===== src/rtl/conv_host_loader.sv =====
// Host-side initiator for the binary 3x3 XNOR convolution engine: loads images into the
// input SRAM, starts the engine, waits out its busy window, then streams the results out.
module conv_host_loader #(
  parameter int                ADDR_W       = 12,
  parameter int                DATA_W       = 16,
  parameter logic [DATA_W-1:0] TERM_WORD    = 16'h00FF,
  parameter int                BUSY_TIMEOUT = 16
) (
  input  logic              clk,
  input  logic              reset_b,
  input  logic              in_valid,
  output logic              in_ready,
  input  logic [DATA_W-1:0] in_data,
  input  logic              in_last,
  output logic [ADDR_W-1:0] host_sram_write_address,
  output logic [DATA_W-1:0] host_sram_write_data,
  output logic              host_sram_write_enable,
  output logic              dut_run,
  input  logic              dut_busy,
  output logic [ADDR_W-1:0] host_osram_read_address,
  input  logic [DATA_W-1:0] osram_host_read_data,
  output logic              out_valid,
  input  logic              out_ready,
  output logic [DATA_W-1:0] out_data,
  output logic              out_last,
  output logic              done,
  output logic              err
);

  localparam int TO_W = $clog2(BUSY_TIMEOUT + 1);

  typedef enum logic [2:0] {
    S_IDLE, S_LOAD, S_TERM, S_RUN, S_WAIT_HI, S_WAIT_LO, S_DRAIN, S_ERR
  } state_e;

  state_e              state_q, state_d;
  logic [ADDR_W-1:0]   wr_addr_q, wr_addr_d;
  logic [4:0]          rows_left_q, rows_left_d;
  logic [ADDR_W-1:0]   exp_out_q, exp_out_d;
  logic                we_q, we_d;
  logic [ADDR_W-1:0]   waddr_q, waddr_d;
  logic [DATA_W-1:0]   wdata_q, wdata_d;
  logic                run_q, run_d;
  logic                busy_q, busy_d;
  logic [TO_W-1:0]     to_cnt_q, to_cnt_d;
  logic [ADDR_W-1:0]   rd_addr_q, rd_addr_d;
  logic                inflight_q, inflight_d;
  logic [DATA_W-1:0]   fifo_mem_q [2];
  logic [DATA_W-1:0]   fifo_mem_d [2];
  logic                wp_q, wp_d, rp_q, rp_d;
  logic [1:0]          cnt_q, cnt_d;
  logic [ADDR_W-1:0]   out_idx_q, out_idx_d;
  logic                done_q, done_d;

  logic [4:0]          hdr_n;
  logic                hdr_legal;
  logic                pop;

  assign hdr_n     = in_data[4:0];
  assign hdr_legal = (hdr_n == 5'd10) || (hdr_n == 5'd12) || (hdr_n == 5'd16);

  assign in_ready                = (state_q == S_LOAD);
  assign host_sram_write_address = waddr_q;
  assign host_sram_write_data    = wdata_q;
  assign host_sram_write_enable  = we_q;
  assign dut_run                 = run_q;
  assign host_osram_read_address = rd_addr_q;
  assign out_valid               = (state_q == S_DRAIN) && (cnt_q != 2'd0);
  assign out_data                = fifo_mem_q[rp_q];
  assign out_last                = out_valid && (out_idx_q == exp_out_q - ADDR_W'(1));
  assign done                    = done_q;
  assign err                     = (state_q == S_ERR);
  assign pop                     = out_valid && out_ready;

  always_comb begin
    // NOTE: every signal gets its default before the case so no path infers a latch.
    state_d     = state_q;
    wr_addr_d   = wr_addr_q;
    rows_left_d = rows_left_q;
    exp_out_d   = exp_out_q;
    we_d        = 1'b0;
    waddr_d     = waddr_q;
    wdata_d     = wdata_q;
    run_d       = 1'b0;
    busy_d      = dut_busy;
    to_cnt_d    = to_cnt_q;
    rd_addr_d   = rd_addr_q;
    inflight_d  = 1'b0;
    fifo_mem_d  = fifo_mem_q;
    wp_d        = wp_q;
    rp_d        = rp_q;
    cnt_d       = cnt_q;
    out_idx_d   = out_idx_q;
    done_d      = 1'b0;

    case (state_q)
      S_IDLE: if (in_valid) state_d = S_LOAD;

      S_LOAD: if (in_valid) begin
        // Rejected words are never written; the terminator still needs a slot.
        if (wr_addr_q == '1) begin
          state_d = S_ERR;
        end else if (rows_left_q == 5'd0) begin
          if (!hdr_legal || in_last) begin
            state_d = S_ERR;
          end else begin
            rows_left_d = hdr_n;
            exp_out_d   = exp_out_q + ADDR_W'(hdr_n) - ADDR_W'(2);
            we_d        = 1'b1;
            waddr_d     = wr_addr_q;
            wdata_d     = in_data;
            wr_addr_d   = wr_addr_q + ADDR_W'(1);
          end
        end else if (in_last && rows_left_q != 5'd1) begin
          state_d = S_ERR;
        end else begin
          rows_left_d = rows_left_q - 5'd1;
          we_d        = 1'b1;
          waddr_d     = wr_addr_q;
          wdata_d     = in_data;
          wr_addr_d   = wr_addr_q + ADDR_W'(1);
          if (in_last) state_d = S_TERM;
        end
      end

      S_TERM: begin
        we_d    = 1'b1;
        waddr_d = wr_addr_q;
        wdata_d = TERM_WORD;
        state_d = S_RUN;
      end

      S_RUN: begin
        run_d    = 1'b1;
        to_cnt_d = '0;
        state_d  = S_WAIT_HI;
      end

      S_WAIT_HI: begin
        if (dut_busy)                                  state_d = S_WAIT_LO;
        else if (to_cnt_q == TO_W'(BUSY_TIMEOUT - 1)) state_d = S_ERR;
        else                                           to_cnt_d = to_cnt_q + TO_W'(1);
      end

      S_WAIT_LO: if (busy_q && !dut_busy) state_d = S_DRAIN;

      S_DRAIN: begin
        // A read is only issued when the skid FIFO is guaranteed room for its data.
        if (rd_addr_q != exp_out_q && (cnt_q + {1'b0, inflight_q}) < 2'd2) begin
          inflight_d = 1'b1;
          rd_addr_d  = rd_addr_q + ADDR_W'(1);
        end
        if (inflight_q) begin
          fifo_mem_d[wp_q] = osram_host_read_data;
          wp_d             = ~wp_q;
        end
        if (pop) begin
          rp_d      = ~rp_q;
          out_idx_d = out_idx_q + ADDR_W'(1);
        end
        if (inflight_q && !pop)      cnt_d = cnt_q + 2'd1;
        else if (!inflight_q && pop) cnt_d = cnt_q - 2'd1;
        if (pop && out_last) begin
          state_d     = S_IDLE;
          done_d      = 1'b1;
          wr_addr_d   = '0;
          rows_left_d = '0;
          exp_out_d   = '0;
          to_cnt_d    = '0;
          rd_addr_d   = '0;
          out_idx_d   = '0;
          wp_d        = 1'b0;
          rp_d        = 1'b0;
          cnt_d       = 2'd0;
        end
      end

      S_ERR:   ;
      default: state_d = S_ERR;
    endcase
  end

  // NOTE: state updates use non-blocking assignments so every flop samples pre-edge values.
  always_ff @(posedge clk or negedge reset_b) begin
    if (!reset_b) begin
      state_q     <= S_IDLE;
      wr_addr_q   <= '0;
      rows_left_q <= '0;
      exp_out_q   <= '0;
      we_q        <= 1'b0;
      waddr_q     <= '0;
      wdata_q     <= '0;
      run_q       <= 1'b0;
      busy_q      <= 1'b0;
      to_cnt_q    <= '0;
      rd_addr_q   <= '0;
      inflight_q  <= 1'b0;
      // NOTE: the two skid entries are reset so out_data is 0 out of reset; a deep array would not be.
      fifo_mem_q  <= '{default: '0};
      wp_q        <= 1'b0;
      rp_q        <= 1'b0;
      cnt_q       <= 2'd0;
      out_idx_q   <= '0;
      done_q      <= 1'b0;
    end else begin
      state_q     <= state_d;
      wr_addr_q   <= wr_addr_d;
      rows_left_q <= rows_left_d;
      exp_out_q   <= exp_out_d;
      we_q        <= we_d;
      waddr_q     <= waddr_d;
      wdata_q     <= wdata_d;
      run_q       <= run_d;
      busy_q      <= busy_d;
      to_cnt_q    <= to_cnt_d;
      rd_addr_q   <= rd_addr_d;
      inflight_q  <= inflight_d;
      fifo_mem_q  <= fifo_mem_d;
      wp_q        <= wp_d;
      rp_q        <= rp_d;
      cnt_q       <= cnt_d;
      out_idx_q   <= out_idx_d;
      done_q      <= done_d;
    end
  end

endmodule


===== config.mk =====
export PLATFORM = sky130hd
export DESIGN_NAME = conv_host_loader
export DESIGN_NICKNAME = d
export VERILOG_FILES = /design/src/rtl/conv_host_loader.sv
export SDC_FILE = /design/constraint.sdc
export NUM_CORES = 1
export LEC_CHECK = 0
export CORE_MARGIN = 10
export CORE_UTILIZATION = 38
export DETAILED_ROUTE_END_ITERATION = 7
export PLACE_DENSITY = 0.55
export SKIP_CTS_REPAIR_TIMING = 1
export SYNTH_ARGS = -nofsm -noshare
export SYNTH_HDL_FRONTEND = slang
export SYNTH_SLANG_ARGS = --single-unit
export TNS_END_PERCENT = 30

===== constraint.sdc =====
create_clock -name clk -period 3.5 [get_ports clk]
set_input_delay 0.7 -clock clk [delete_from_list [all_inputs] [get_ports clk]]
set_output_delay 0.7 -clock clk [all_outputs]
set_load 0.05 [all_outputs]

==> results.sh, run 1 <==
export IMPL_routed_via_density=5.20
export IMPL_clockBufferDepth=2
export IMPL_synth_area_top_cells="dfrtp_1 45%, mux2_2 7.7%, ha_1 5.8%, xor2_1 4.1%, xnor2_1 3.1%"
export IMPL_grt_pass1_vias=6161
export IMPL_maxCapViolations=0
export IMPL_worst_setup_path_end_kind="flop"
export IMPL_synth_seq_cells=130
export IMPL_arrival_ps=3730
export IMPL_nNetsFinal=885
export IMPL_die_area_sq_um=25200
export IMPL_wl_per_cell_microns=17.2
export IMPL_fin_crit_ps=3390
export IMPL_finalSetupViolations=0
export IMPL_h_tree_depth=4
export IMPL_synth_nets=768
export IMPL_syn_to_final_growth_pct=28.5
export IMPL_syn_inst=695
export IMPL_synthArstFlopShare_pct=100
export IMPL_grt_usage_pct=15.5
export IMPL_skew_ps=12.3
export IMPL_diodes=0
export IMPL_drt_initial_drc_count=238
export IMPL_ff2ff_path_depth=11
export IMPL_r2r_slack_ps=240
export IMPL_insertion_delay_ps=420
export IMPL_synth_most_common_cell="dfrtp_1"
export IMPL_worst_pin_slew_ps=1070
export IMPL_cts_tree="built"
export IMPL_syn_cell_area_sq_um=7300
export IMPL_dieHeight_microns=159
export IMPL_status="complete, no violations"
export IMPL_dp_cells=1053
export IMPL_synth_adder_area_share_pct=6.10
export IMPL_stdcell_count=1085
export IMPL_r2r_end="exp_out_q[11]"
export IMPL_drive_gt1_share_pct=16.7
export IMPL_fmax_ghz=0.295
export IMPL_r2r_start="exp_out_q[2]"
export IMPL_synth_edf_count=0
export IMPL_io_pins=101
export IMPL_pre_cts_slack_ps=-143
export IMPL_muxShareOfSynthArea_pct=10.1
export IMPL_routabilityCongestion=0.837
export IMPL_synth_xor_area_share_pct=7.20
export IMPL_relSlewSlack_pct=28.7
export IMPL_crit_type="input pin to flop"
export IMPL_tns_ps=0
export IMPL_totalWireLength_microns=18700
export IMPL_antenna_found_initial=0
export IMPL_power_density_nw_per_um2=805
export IMPL_vias=5641
export IMPL_grt_pass1_wl_microns=31300
export IMPL_coreArea_sq_um=18800
export IMPL_power_leakage_nw=4.12
export IMPL_synth_top_family_by_area="simple AND/OR/NAND/NOR gates"
export IMPL_grt_max_degree=113
export IMPL_synth_warnings=0
export IMPL_ys_types=74
export IMPL_hp_class="input pin to asynchronous set/reset pin"
export IMPL_min_period_over_period_pct=96.9
export IMPL_drc_errors=0
export IMPL_overflow=0
export IMPL_crit_path_max_fanout=2
export IMPL_num_rows=50
export IMPL_initial_core_util_pct=38.8
export IMPL_postLayoutCoreUtil_pct=49.8
export IMPL_synth_top_area_share_pct=44.6
export IMPL_ant_nets=0
export IMPL_synth_common_cells="130 x dfrtp_1, 50 x mux2_2, 48 x nor2_1, 47 x nand2_1, 44 x inv_1"
export IMPL_vdd_drop_max_mv=0.559
export IMPL_synth_compound_area_share_pct=11.5
export IMPL_required_ps=3840
export IMPL_startpoint_type="input pin"
export IMPL_drv_slew=0
export IMPL_yosysTopAreaCell="dfrtp_1"
export IMPL_root_buffer="clkbuf_16"
export IMPL_synth_avg_cell_area_sq_um=10.5
export IMPL_dp_hpwl_microns=13200
export IMPL_synth_seq_area_share_pct=44.6
export IMPL_cts_sinks=130
export IMPL_clk_pin_slew_ps=60
export IMPL_hold_viol=0
export IMPL_die_x_microns=159
export IMPL_portBuffers=100
export IMPL_holdWs_ps=448
export IMPL_synth_ff_type="dfrtp_1"
export IMPL_synthSimpleGateAreaFrac_pct=16.1
export IMPL_dr_pass1_iters=4
export IMPL_setup_slack_ps=107
export IMPL_cts_buffers=17
how the worst max path moves through the flow:
stage | from | end | cells past startpoint
final | in_data[1] | exp_out_q[11] | 13
after global routing | exp_out_q[1] | out_last | 10
after CTS | exp_out_q[1] | out_last | 9
after detailed placement | in_data[1] | exp_out_q[11] | 13
after global placement | in_data[1] | exp_out_q[11] | 13
after floorplan | state_q[0] | out_last | 7
worst max-delay path, cell delays in order:
cell,delay [ps]
clkdlybuf4s50_1,480
inv_1,60
ha_1,270
inv_1,40
ha_1,220
fa_1,410
a21oi_1,190
o21ai_0,180
a2111oi_0,480
nor2_1,160
mux2i_1,160
a221o_1,320
o21ai_1,70
sequential cells by signal (all words and copies together), names as in the netlist:
register and cells:
fifo_mem_q 32, host_sram_write_address 12, state_q 3, wp_q 1, cnt_q 2, rows_left_q 5, wr_addr_q 12, dut_run 1
host_sram_write_data 16, done 1, inflight_q 1, host_sram_write_enable 1, out_idx_q 12, rp_q 1, exp_out_q 12, busy_q 1
to_cnt_q 5, host_osram_read_address 12
power breakdown:
part / total [mW] / switching, mW / internal [mW]
clock: 1.81 / 0.732 / 1.07
sequential: 2.38 / 0.415 / 1.97
combinational: 3.37 / 2.04 / 1.32
total: 7.56 / 3.19 / 4.36
per-stage QoR:
stage	cell area [sq um]	total power, mW
after floorplan	7300	4.66
after global placement	8710	5.71
after detailed placement	8710	5.78
after CTS	9310	7.65
after global routing	9380	8.03
final	9380	7.56
logic make-up after synthesis:
| family | count (synthesis) |
|---|---|
| compound gates | 113 |
| fa+ha+maj | 35 |
| simple gates | 214 |
| mux | 66 |
| xor+xnor | 60 |
| flops | 130 |
| buf+inv | 77 |
final cells by class:
type                    count  area, sq um
fillers                  1725         9450
inverters                  46          173
clock buffers              18          429
repair buffers            129         1230
well taps                 260          325
clock inverters            14          166
multi-input cells         488         3810
flip-flops and latches    130         3250
cells in the final DEF (no fill, tap or decap), types with 3 or more instances in the layout:
cell             synthesis  routed
inv_1                   44      41
nor3_1                  16      15
mux2_2                  50      50
xor2_1                  34      34
o21bai_1                 3       3
nand3_1                 31      31
o31ai_1                  9       9
and4_1                   3       3
and2_1                   3       3
dfrtp_1                130     130
and3_1                   9       9
mux2_1                  10      10
a21o_1                   4       4
clkinvlp_4               0       3
mux2i_1                  6       6
o211ai_1                12      12
nand2b_1                 6       6
a21oi_1                 17      17
nor2_1                  48      48
a31oi_1                  5       4
buf_4                    4      29
or3_1                    3       3
inv_6                    0       6
inv_2                    1       4
o21ai_0                 11      11
clkbuf_16                0      17
ha_1                    34      32
o21ai_1                  6       6
o22a_1                   4       4
nand2_1                 47      47
nor4_1                   6       6
xnor2_1                 26      25
nor2b_1                  3       3
a2bb2oi_1                4       4
o22ai_1                  6       6
or4b_1                   9       9
a22o_1                  10      10
nand4_1                  6       6
and3b_1                  3       3
clkdlybuf4s50_1          0      98
layer usage:
| layer | wire length (microns) | up-vias | track usage, % |
|---|---|---|---|
| li1 | - | 2716 | - |
| met1 | 7960 | 2827 | 18.3 |
| met2 | 9870 | 92 | 27.2 |
| met3 | 753 | 6 | 4.34 |
| met4 | 104 | 0 | 4.01 |
| met5 | 0 | - | 0 |
Note: power is estimated with default switching activity, not from simulation.
==> run 2: changes to the inputs <==
--- a/config.mk
+++ b/config.mk
@@ -5,7 +5,6 @@
 export SDC_FILE = /design/constraint.sdc
 export NUM_CORES = 1
 export LEC_CHECK = 0
-export CORE_MARGIN = 10
 export CORE_UTILIZATION = 38
 export DETAILED_ROUTE_END_ITERATION = 7
 export PLACE_DENSITY = 0.55
==> run 2 against run 1 <==
Non-clock buffer count rose by 6. Sequential cell count did not move. Final cell count fell by 1.8%. Via count fell by 0.16%. Clock skew fell by 1.9 ps. Die area fell by 21%. Core utilization rose by 0.13 points. Critical path depth fell by 5. Combinational power barely moved. Clock power fell by 7%. Critical path type is now flop to output pin.
==> results.sh, run 2 (synthesis gave the netlist of run 1 again) <==
export IMPL_hp_class="input pin to asynchronous set/reset pin"
export IMPL_ff_latch_area_sq_um=3250
export IMPL_crit_path_max_fanout=7
export IMPL_largest_reg_flops=32
export IMPL_dr_pass1_iters=4
export IMPL_insertion_delay_ps=420
export IMPL_worstSetupStartpoint="exp_out_q[4]"
export IMPL_syn_to_final_growth_pct=28.4
export IMPL_fill_cells=1728
export IMPL_die_area_sq_um=19800
export IMPL_io_pins=101
export IMPL_wl_per_cell_microns=16.4
export IMPL_ff2ff_path_depth=11
export IMPL_relSlewSlack_pct=39.9
export IMPL_diodes=0
export IMPL_h_tree_depth=4
export IMPL_final_cell_mix="130 x dfrtp_1, 98 x clkdlybuf4s50_1, 50 x mux2_2"
export IMPL_overflow=0
export IMPL_top_register="fifo_mem_q"
export IMPL_r2r_end="exp_out_q[11]"
export IMPL_holdWs_ps=240
export IMPL_maxCapViolations=0
export IMPL_endpoint="out_last"
export IMPL_arrival_ps=2640
export IMPL_antenna_found_initial=0
export IMPL_status="complete, no violations"
export IMPL_grt_pass1_vias=5750
export IMPL_die_x_microns=141
export IMPL_power_density_nw_per_um2=792
export IMPL_cts_buffers=17
export IMPL_required_ps=2800
export IMPL_portBuffers=100
export IMPL_clk_pin_slew_ps=60
export IMPL_routed_via_density=5.29
export IMPL_startpoint_type="flop"
export IMPL_hold_viol=0
export IMPL_cts_tree="built"
export IMPL_root_buffer="clkbuf_16"
export IMPL_grt_pass1_wl_microns=29200
export IMPL_drive_gt1_share_pct=17.3
export IMPL_final_common_cell="dfrtp_1"
export IMPL_initial_core_util_pct=38.9
export IMPL_finalSetupViolations=0
export IMPL_nNetsFinal=891
export IMPL_r2r_slack_ps=470
export IMPL_skew_ps=10.4
export IMPL_vdd_drop_max_mv=0.556
export IMPL_cts_sinks=130
export IMPL_r2r_start="exp_out_q[2]"
export IMPL_totalWireLength_microns=17500
export IMPL_fmax_ghz=0.299
export IMPL_drv_slew=0
export IMPL_fin_crit_ps=3340
export IMPL_grt_max_degree=59
export IMPL_drc_errors=0
export IMPL_num_rows=50
export IMPL_coreArea_sq_um=18800
export IMPL_crit_type="flop to output pin"
export IMPL_min_period_over_period_pct=95.4
export IMPL_drt_initial_drc_count=261
export IMPL_routabilityCongestion=0.859
export IMPL_worst_setup_path_end_kind="output pin"
export IMPL_vias=5632
export IMPL_dp_hpwl_microns=12400
export IMPL_ant_nets=0
export IMPL_dieHeight_microns=141
export IMPL_multi_input_area_sq_um=3810
export IMPL_postLayoutCoreUtil_pct=50.0
export IMPL_worst_pin_slew_ps=898
export IMPL_power_leakage_nw=4.13
export IMPL_grt_usage_pct=18.7
export IMPL_clockBufferDepth=2
==> run 2: final cells by class <==
type / count / share of cell area, %
Clock inverter: 13 / 1.20
Timing Repair Buffer: 135 / 13.7
Clock buffer: 19 / 4.72
Multi-Input combinational cell: 488 / 40.7
Inverter: 46 / 1.84
Tap cell: 234 / 3.12
Sequential cell: 130 / 34.7
==> run 2: worst min-delay path by stage <==
stage | from | end | slack (ps) | cells past startpoint
detailed placement | host_sram_write_address[6] | host_sram_write_address[6] | 480 | 1
finish | reset_b | exp_out_q[5] | 240 | 1
global route | reset_b | host_sram_write_data[2] | 290 | 1
floorplan | reset_b | busy_q | 400 | 0
global placement | host_sram_write_data[0] | host_sram_write_data[0] | 470 | 1
CTS | reset_b | exp_out_q[4] | 280 | 1
==> run 2: critical path, stage by stage (launching register included) <==
cell,delay [ps]
dfrtp_1,540
nor3_1,450
a31oi_1,170
xnor2_1,210
nor4_2,300
buf_4,170
nand3_1,110
inv_1,130
buf_12,140
==> run 2: power breakdown <==
part	switching (mW)	internal (mW)
combinational	2.05	1.33
sequential	0.385	1.97
clock	0.733	0.946
total	3.17	4.25
==> run 2: layer usage <==
layer  vias up  track usage, %  wire, microns
li1       2732               -              -
met1      2776            23.3           7670
met2       103            32.1           8820
met3        21            4.52            673
met4         0            5.89            292
met5         -               0              0
==> run 2: metrics by stage <==
stage	std cells	setup TNS, ps	area (sq um)	setup slack [ps]	power, mW
4_1_cts	1064	-134	9280	-134	7.47
3_5_place_dp	1032	-113	8730	-113	5.74
6_report	1065	0	9380	160	7.42
5_1_grt	1065	-47.4	9380	-47.4	7.85
3_3_place_gp	1032	-128	8730	-128	5.69
2_1_floorplan	695	0	7300	340	4.66
